File: src/rtl/prefetch_unit.sv
// Instruction prefetch buffer: issues sequential fetches, buffers in-order responses and
// hands them to decode; an execute redirect flushes the buffer and drops in-flight responses.
module prefetch_unit #(
   parameter int unsigned              ADDRESS_WIDTH = 32,
   parameter int unsigned              DATA_WIDTH    = 32,
   parameter int unsigned              DEPTH         = 4,
   parameter logic [ADDRESS_WIDTH-1:0] RESET_PC      = '0
) (
   input  logic                     clk,
   input  logic                     rst,
   input  logic                     pc_src_e,
   input  logic [ADDRESS_WIDTH-1:0] pc_target_e,
   output logic                     imem_req,
   output logic [ADDRESS_WIDTH-1:0] imem_addr,
   input  logic                     imem_gnt,
   input  logic                     imem_rvalid,
   input  logic [DATA_WIDTH-1:0]    imem_rdata,
   output logic                     valid_d,
   input  logic                     ready_d,
   output logic [DATA_WIDTH-1:0]    instr_d,
   output logic [ADDRESS_WIDTH-1:0] pc_d,
   output logic [ADDRESS_WIDTH-1:0] pc_plus4_d
);

   localparam int unsigned PW = $clog2(DEPTH);
   localparam int unsigned CW = PW + 1;

   logic [ADDRESS_WIDTH-1:0] pc_mem   [DEPTH];
   logic [DATA_WIDTH-1:0]    data_mem [DEPTH];

   logic [ADDRESS_WIDTH-1:0] fetch_pc;
   logic [PW-1:0]            alloc_ptr;
   logic [PW-1:0]            fill_ptr;
   logic [PW-1:0]            head_ptr;
   logic [CW-1:0]            occ_cnt;
   logic [CW-1:0]            pend_cnt;
   logic [CW-1:0]            drop_cnt;

   logic                     accept;
   logic                     fill;
   logic                     drop;
   logic                     pop;
   logic [CW:0]              drop_sum;
   logic [CW-1:0]            drop_flush;

   // Entries head..fill-1 hold data and fill..alloc-1 await it, so the head entry is
   // filled exactly when the allocated count exceeds the still-pending count.
   always_comb begin
      // NOTE: every always_comb output gets a default first so no path can infer a latch.
      imem_req   = 1'b0;
      valid_d    = 1'b0;
      accept     = 1'b0;
      pop        = 1'b0;
      fill       = 1'b0;
      drop       = 1'b0;
      drop_sum   = '0;
      drop_flush = '0;
      instr_d    = '0;
      pc_d       = '0;
      pc_plus4_d = '0;

      imem_req = !pc_src_e && (({1'b0, occ_cnt} + {1'b0, drop_cnt}) < (CW+1)'(DEPTH));
      valid_d  = !pc_src_e && (occ_cnt != pend_cnt);
      accept   = imem_req && imem_gnt;
      pop      = valid_d && ready_d;
      fill     = imem_rvalid && !pc_src_e && (drop_cnt == '0) && (pend_cnt != '0);
      drop     = imem_rvalid && !pc_src_e && (drop_cnt != '0);

      // A response arriving with the redirect belongs to the oldest abandoned request.
      drop_sum   = {1'b0, drop_cnt} + {1'b0, pend_cnt};
      drop_flush = CW'(drop_sum - (CW+1)'(imem_rvalid && (drop_sum != '0)));

      if (valid_d) begin
         instr_d    = data_mem[head_ptr];
         pc_d       = pc_mem[head_ptr];
         pc_plus4_d = pc_mem[head_ptr] + ADDRESS_WIDTH'(4);
      end
   end

   assign imem_addr = fetch_pc;

   always_ff @(posedge clk or negedge rst) begin
      // NOTE: sequential state is updated only with non-blocking assignments.
      if (!rst) begin
         fetch_pc  <= RESET_PC;
         alloc_ptr <= '0;
         fill_ptr  <= '0;
         head_ptr  <= '0;
         occ_cnt   <= '0;
         pend_cnt  <= '0;
         drop_cnt  <= '0;
      end else if (pc_src_e) begin
         fetch_pc  <= pc_target_e;
         alloc_ptr <= '0;
         fill_ptr  <= '0;
         head_ptr  <= '0;
         occ_cnt   <= '0;
         pend_cnt  <= '0;
         drop_cnt  <= drop_flush;
      end else begin
         if (accept) begin
            alloc_ptr <= alloc_ptr + PW'(1);
            fetch_pc  <= fetch_pc + ADDRESS_WIDTH'(4);
         end
         if (fill) begin
            fill_ptr <= fill_ptr + PW'(1);
         end
         if (pop) begin
            head_ptr <= head_ptr + PW'(1);
         end
         if (drop) begin
            drop_cnt <= drop_cnt - CW'(1);
         end
         occ_cnt  <= occ_cnt + CW'(accept) - CW'(pop);
         pend_cnt <= pend_cnt + CW'(accept) - CW'(fill);
      end
   end

   // NOTE: the entry storage is deliberately not reset; the counters alone decide validity.
   always_ff @(posedge clk) begin
      if (accept) begin
         pc_mem[alloc_ptr] <= fetch_pc;
      end
      if (fill) begin
         data_mem[fill_ptr] <= imem_rdata;
      end
   end

endmodule

File: config.mk
export PLATFORM = sky130hd
export DESIGN_NAME = prefetch_unit
export DESIGN_NICKNAME = d
export VERILOG_FILES = /design/src/rtl/prefetch_unit.sv
export SDC_FILE = /design/constraint.sdc
export NUM_CORES = 1
export LEC_CHECK = 0
export CORE_ASPECT_RATIO = 1.5
export CORE_MARGIN = 5
export CORE_UTILIZATION = 26
export DETAILED_ROUTE_END_ITERATION = 16
export GPL_TIMING_DRIVEN = 0
export HOLD_SLACK_MARGIN = 0.02
export SLEW_MARGIN = 30
export SYNTH_ARGS = -nofsm -noshare
export SYNTH_HDL_FRONTEND = slang
export SYNTH_SLANG_ARGS = --single-unit
File: constraint.sdc
create_clock -name clk -period 9.8 [get_ports clk]
set_clock_uncertainty 0.1 [all_clocks]
set_input_delay 2.94 -clock clk [delete_from_list [all_inputs] [get_ports clk]]
set_output_delay 2.94 -clock clk [all_outputs]
set_load 0.02 [all_outputs]
==> key figures, run 1 <==
Run status
  – Outcome: finished clean

Placed design
  – Input/output buffers: 199
  – Post-DP HPWL: 27150 um
  – Placed Instances: 1746
  – GP Congestion: 0.8569

Clocking
  – Cts hold-fix bufs: 0
  – Clk buf depth: 3
  – Cts repair resizes: 0
  – CTS root buffer: clkbuf_16
  – Number of CTS-inserted buffers: 30
  – Htree depth: 1
  – Latest clock arrival within the worst-skew pair: 0.59 ns
  – Clk pin slew, worst setup/hold paths: 0.07 ns
  – CTS tree: built
  – Clock Sinks: 303
  – Setup bufs post-CTS: 0

Timing
  – Fin crit share: 91.85%
  – Final setup fails: 0
  – Max-slew violations: 0
  – FMAX: 111.1 MHz
  – Period minus WS final: 9.001 ns
  – Unrepaired setup endpoints after global routing: false
  – Slew @ Worst Pin: 0.9687 ns
  – Hold slack: 0.4393 ns
  – Final-report hold violation count: 0
  – Slew headroom: 34.88%
  – Final TNS setup: 0 ns

Synthesis
  – Yosys warns: 0
  – Dominant cell type by area after synthesis: edfxtp_1
  – Cell Area, Synth: 13490 um2
  – Syn_nets: 962
  – Synthesized area per cell: 15.57 um2
  – Most frequent cell after synthesis: edfxtp_1
  – Post-synth top area share: 56.99%
  – Post-synth EDFFs: 256
  – Most instantiated cells after synthesis: edfxtp_1, and2_1, mux4_2, nand2_1, dfrtp_1
  – Main synth FF type: edfxtp_1
  – Seq cells post-synth: 303
  – Synth async-reset ratio: 15.51%
  – Post-Synthesis Cells: 866
  – Top cells by area, synth: edfxtp_1, mux4_2, dfrtp_1
  – Sequential-to-total area share from yosys stat: 65.71%
  – Distinct cells, synth: 52

Critical path
  – Data required time of the worst path: 6.76 ns
  – Critical Path End Type: output port
  – WS Path Type: in -> out
  – CP Max Fanout: 10
  – WP data arrival: 5.96 ns
  – Reg2reg setup slack: 6.05 ns
  – Startpoint Class: primary input

Global routing
  – Total GRT Usage: 12.77%
  – Largest net degree at the start of global routing: 42
  – Total grt overflow: 0
  – Vias in the first global route: 8819
  – First-pass GRT wire length: 55580 um
  – Initial antenna violation count: 0

Hold path
  – HP Class: reg -> reg

Final layout
  – Proportion of layout cells with a drive suffix above 1: 13.26%
  – Nets: 1198
  – Fill cell count: 5039
  – Non-Filler Instances: 1801
  – Layout area overhead: 29.56%

Power
  – Power per Cell Area: 262.5 nW/um2
  – Leak: 5.774 nW
  – Worst IR Drop VDD: 0.0001470 V
  – Total chip power: 4.587 mW

Run
  – Total of max-cap violations: 0

Floorplan
  – Num rows: 102
  – Initial Utilization: 26.16%
  – Core area: 51560 um2
  – IO Count: 200
  – Horiz. Die Dim: 196.0 um
  – Die Height: 289.0 um
  – DIE AREA: 56630 um2

Route
  – Via-per-instance ratio: 4.665
  – Routed Wire Length: 37220 um
  – WL per Instance: 20.67 um
  – Antenna Violating Nets Remaining: 0
  – Drc violations: 0
  – Vias: 8401
  – First-pass iteration count of the detailed router: 4
  – Iteration-0 DRC Markers: 427
-- final cells by class --
type	instances	area [um2]	share of cell area (%)
Buffer	48	266.5	1.525
Clock inverter	23	265.3	1.518
Multi-Input combinational cell	496	4302	24.62
Sequential cell	303	8864	50.72
Antenna cell	1	2.502	0.01432
Clock buffer	31	754.5	4.317
Inverter	19	71.32	0.4081
Tap cell	676	845.8	4.840
Timing Repair Buffer	204	2105	12.04
-- cell families after synthesis --
family,count (synthesis),synth area share [%]
AND/OR/NAND/NOR,278,11.42
adder cells (fa/ha/maj),26,2.579
AO/OA/AOI/OAI,92,4.416
buffers and inverters,67,2.505
flip-flops,303,65.71
multiplexers,72,11.55
XOR/XNOR,28,1.818
-- per-stage QoR --
| step | area (um2) | util (%) | setup WS, ns |
|---|---|---|---|
| after floorplan | 13490 | - | 2.688 |
| after global placement | 16330 | 31.66 | 0.6750 |
| after detailed placement | 16450 | 31.91 | 0.6849 |
| after CTS | 17470 | 33.89 | 0.6830 |
| after global routing | 17470 | 33.89 | 0.5722 |
| final | 17480 | 33.89 | 0.7988 |
-- registers in the layout (all words and copies together), names as in the netlist --
signal / cells
pc_mem: 128
alloc_ptr: 2
imem_addr: 32
data_mem: 128
pend_cnt: 3
fill_ptr: 2
drop_cnt: 3
occ_cnt: 3
head_ptr: 2
-- final timing paths --
kind	startpoint	to	cells past startpoint
max	pc_src_e	pc_d[31]	7
min	imem_addr[1]	pc_mem[3][1]	0
max reg2reg	pend_cnt[1]	occ_cnt[2]	14
min reg2reg	imem_addr[1]	pc_mem[3][1]	0
max in group asynchronous	rst	pend_cnt[0]	2
min in group asynchronous	rst	imem_addr[3]	1
-- critical path, cell delays in order --
cell and delay [ns]:
clkdlybuf4s50_1 0.52, nand2b_1 0.28, inv_1 0.19, clkbuf_1 0.50, clkbuf_1 0.62, and2_1 0.23
clkdlybuf4s50_1 0.67
-- cell usage in the layout, fill, tap and decap left out, drive strengths merged, types with 4 or more instances in the layout --
| cell type | n |
|---|---|
| edfxtp | 256 |
| clkdlybuf4s50 | 198 |
| and2 | 80 |
| mux4 | 64 |
| clkbuf | 56 |
| nand2 | 49 |
| dfrtp | 47 |
| nor2 | 41 |
| nand3 | 35 |
| o21ai | 33 |
| buf | 29 |
| ha | 23 |
| inv | 23 |
| nand4 | 17 |
| xor2 | 16 |
| a21oi | 16 |
| clkinv | 14 |
| or4 | 13 |
| xnor2 | 12 |
| o311ai | 11 |
| nor4 | 9 |
| and3 | 8 |
| o31ai | 8 |
| or3 | 6 |
| mux2 | 5 |
| o211ai | 5 |
| nor3 | 5 |
| a221o | 5 |
| a31oi | 4 |
| nand2b | 4 |
| bufinv | 4 |
-- power by group --
part           switching [mW]  total, mW  leakage, nW  internal (mW)
clock network           0.504       1.18        0.498          0.673
registers               0.123       1.65         2.90           1.53
logic                   0.972       1.76         2.38          0.785
total                    1.60       4.59         5.77           2.99
-- routing by layer --
layer  share of wire [%]  GRT usage [%]
met2                  54          23.66
met3                 4.5          1.885
met5                   0              0
met4                 3.0          4.209
met1                  39          15.14
No activity file was read; power rests on OpenSTA's default activity.
==> run 2, diff against run 1 <==
--- a/config.mk
+++ b/config.mk
@@ -11,7 +11,7 @@
 export DETAILED_ROUTE_END_ITERATION = 16
 export GPL_TIMING_DRIVEN = 0
 export HOLD_SLACK_MARGIN = 0.02
-export SLEW_MARGIN = 30
+export SLEW_MARGIN = 10
 export SYNTH_ARGS = -nofsm -noshare
 export SYNTH_HDL_FRONTEND = slang
 export SYNTH_SLANG_ARGS = --single-unit
==> run 2 against run 1 <==
  * Routed wire length rose by 0.46%
  * Die area did not move
  * Critical path type unchanged
  * Combinational power barely moved
  * Sequential share of layout area fell by 0.31 points
  * Worst setup slack got worse by 0.025 ns
  * Final cell count rose by 0.44%
  * Non-clock buffer count rose by 4
  * Global-route usage barely moved
==> key figures, run 2 (synthesis results as in run 1) <==
Run status
  – Outcome: finished clean (unchanged)

Route
  – Drc violations: 0 (unchanged)
  – Via-per-instance ratio: 4.691 (was 4.665)
  – Vias: 8486 (was 8401)
  – First-pass iteration count of the detailed router: 5 (was 4)
  – Antenna Violating Nets Remaining: 0 (unchanged)
  – Routed Wire Length: 37390 um (was 37220 um)
  – Iteration-0 DRC Markers: 401 (was 427)
  – WL per Instance: 20.67 um (about the same)

Power
  – Leak: 5.819 nW (was 5.774 nW)
  – P_int: 3.015 mW (was 2.988 mW)
  – Switch Pwr: 1.600 mW (was 1.598 mW)
  – Part of the power in registers: 35.8% (was 36.0%)
  – Switching share of power: 34.67% (was 34.85%)
  – Power per Cell Area: 262.5 nW/um2 (about the same)
  – Worst IR Drop VDD: 0.0001155 V (was 0.0001470 V)
  – Combinational Power Share: 38.1% (was 38.3%)
  – Clock Power Share: 26.1% (was 25.7%)

Global routing
  – First-pass GRT wire length: 55610 um (was 55580 um)
  – Initial antenna violation count: 0 (unchanged)
  – Total GRT Usage: 12.76% (was 12.77%)
  – Vias in the first global route: 8905 (was 8819)
  – Largest net degree at the start of global routing: 28 (was 42)
  – Total grt overflow: 0 (unchanged)

Placed design
  – GP Congestion: 0.8569 (unchanged)
  – Input/output buffers: 199 (unchanged)
  – DP Worst Slack: 0.6445 ns (was 0.6849 ns)
  – Placed Instances: 1750 (was 1746)
  – Post-DP HPWL: 27620 um (was 27150 um)

Hold path
  – HP Class: reg -> reg (unchanged)

Floorplan
  – Num rows: 102 (unchanged)
  – Core area: 51560 um2 (unchanged)
  – Die Height: 289.0 um (unchanged)
  – IO Count: 200 (unchanged)
  – Initial Utilization: 26.16% (unchanged)
  – DIE AREA: 56630 um2 (unchanged)
  – Horiz. Die Dim: 196.0 um (unchanged)

Final layout
  – Nets: 1203 (was 1198)
  – Layout area overhead: 30.35% (was 29.56%)
  – Commonest cells after routing, fill and taps aside: edfxtp_1, clkdlybuf4s50_1, and2_1, mux4_2, nand2_1 (unchanged)
  – Fill cell count: 5028 (was 5039)
  – Most common cell after layout, fill and taps aside: edfxtp_1 (unchanged)
  – Register area: 8864 um2 (unchanged)
  – Proportion of layout cells with a drive suffix above 1: 13.60% (was 13.26%)
  – Non-Filler Instances: 1809 (was 1801)
  – Core Util, Final: 34.10% (was 33.89%)
  – Multi-input logic area: 4297 um2 (was 4302 um2)

Clocking
  – Clk pin slew, worst setup/hold paths: 0.06 ns (was 0.07 ns)
  – Latest clock arrival within the worst-skew pair: 0.58 ns (was 0.59 ns)
  – Htree depth: 1 (unchanged)
  – CTS tree: built (unchanged)
  – Number of CTS-inserted buffers: 31 (was 30)
  – Clock Sinks: 303 (unchanged)
  – Setup bufs post-CTS: 0 (unchanged)
  – Cts repair resizes: 0 (unchanged)
  – Clk buf depth: 3 (unchanged)
  – CTS root buffer: clkbuf_16 (unchanged)
  – Cts hold-fix bufs: 0 (unchanged)

Timing
  – Worst Setup Slack, final: 0.7734 ns (was 0.7988 ns)
  – FMAX: 110.8 MHz (was 111.1 MHz)
  – Max-slew violations: 0 (unchanged)
  – Slew headroom: 32.65% (was 34.88%)
  – Final TNS setup: 0 ns (unchanged)
  – Final setup fails: 0 (unchanged)
  – Slew @ Worst Pin: 1.002 ns (was 0.9687 ns)
  – Fin crit share: 92.11% (was 91.85%)
  – Unrepaired setup endpoints after global routing: false (unchanged)
  – Final-report hold violation count: 0 (unchanged)
  – Period minus WS final: 9.027 ns (was 9.001 ns)

Critical path
  – Delay-heaviest family, CP: buffers and inverters (unchanged)
  – CP Max Fanout: 10 (unchanged)
  – CP max stage delay: 0.68 ns (was 0.67 ns)
  – Data required time of the worst path: 6.76 ns (about the same)
  – WP data arrival: 5.99 ns (was 5.96 ns)
  – Slowest CP cell: clkdlybuf4s50_1 (unchanged)
  – Worst-path cell chain: clkdlybuf4s50_1, nand2b_1, inv_1, clkbuf_1, clkbuf_1, and2_1, clkdlybuf4s50_1 (unchanged)
  – Startpoint Class: primary input (unchanged)
  – WS Path Type: in -> out (unchanged)
  – Critical Path End Type: output port (unchanged)
  – WP buf/inv: 5 (unchanged)

Run
  – Total of max-cap violations: 0 (unchanged)
## run 2: through the flow
step	hold WS [ns]	area, um2	power [mW]
finish	0.4200	17580	4.614
global route	0.4708	17580	4.854
CTS	0.4419	17580	4.689
detailed placement	0.4307	16530	3.472
global placement	0.4140	16330	3.440
floorplan	0.4150	13490	2.648
## run 2: final cells by class
type                    count  share of cell area, %
plain buffers              48                  1.516
flip-flops and latches    303                  50.41
clock buffers              40                  4.839
clock inverters            18                  1.153
well taps                 676                  4.811
multi-input cells         496                  24.44
inverters                  19                 0.4056
repair buffers            208                  12.41
diodes                      1                0.01423
## run 2: final timing paths
path	from	end	slack, ns	cells after the start
max	pc_src_e	pc_d[31]	0.77	7
min	imem_addr[1]	pc_mem[3][1]	0.42	0
max reg2reg	pend_cnt[1]	occ_cnt[2]	6.06	14
min reg2reg	imem_addr[1]	pc_mem[3][1]	0.42	0
max in group asynchronous	rst	imem_addr[1]	6.72	2
min in group asynchronous	rst	imem_addr[3]	2.31	1
## run 2: worst register-to-register path, cell delays in order, from the launching register on
cell and delay, ns:
dfrtp_1 0.49, xnor2_1 0.18, nand3_1 0.12, nand2b_1 0.13
inv_1 0.18, clkbuf_1 0.52, clkbuf_1 0.60, and2_1 0.24
ha_1 0.23, inv_1 0.05, ha_1 0.12, inv_1 0.05
fa_1 0.37, xnor2_1 0.16, nor2_1 0.05
## run 2: power by group through the flow
| stage | Clock, mW | Combinational [mW] | Sequential (mW) |
|---|---|---|---|
| after detailed placement | 0 | 1.79 | 1.68 |
| after global placement | 0 | 1.77 | 1.67 |
| after CTS | 1.24 | 1.80 | 1.65 |
| after floorplan | 0 | 0.982 | 1.67 |
| final | 1.20 | 1.76 | 1.65 |
| after global routing | 1.29 | 1.89 | 1.67 |
## run 2: routing by layer
layer	track usage, %	vias to the layer above	part of all wire [%]
li1	-	3855	-
met1	15.37	4329	40
met2	23.68	250	53
met3	1.698	52	4.6
met4	3.825	0	2.4
met5	0	-	0
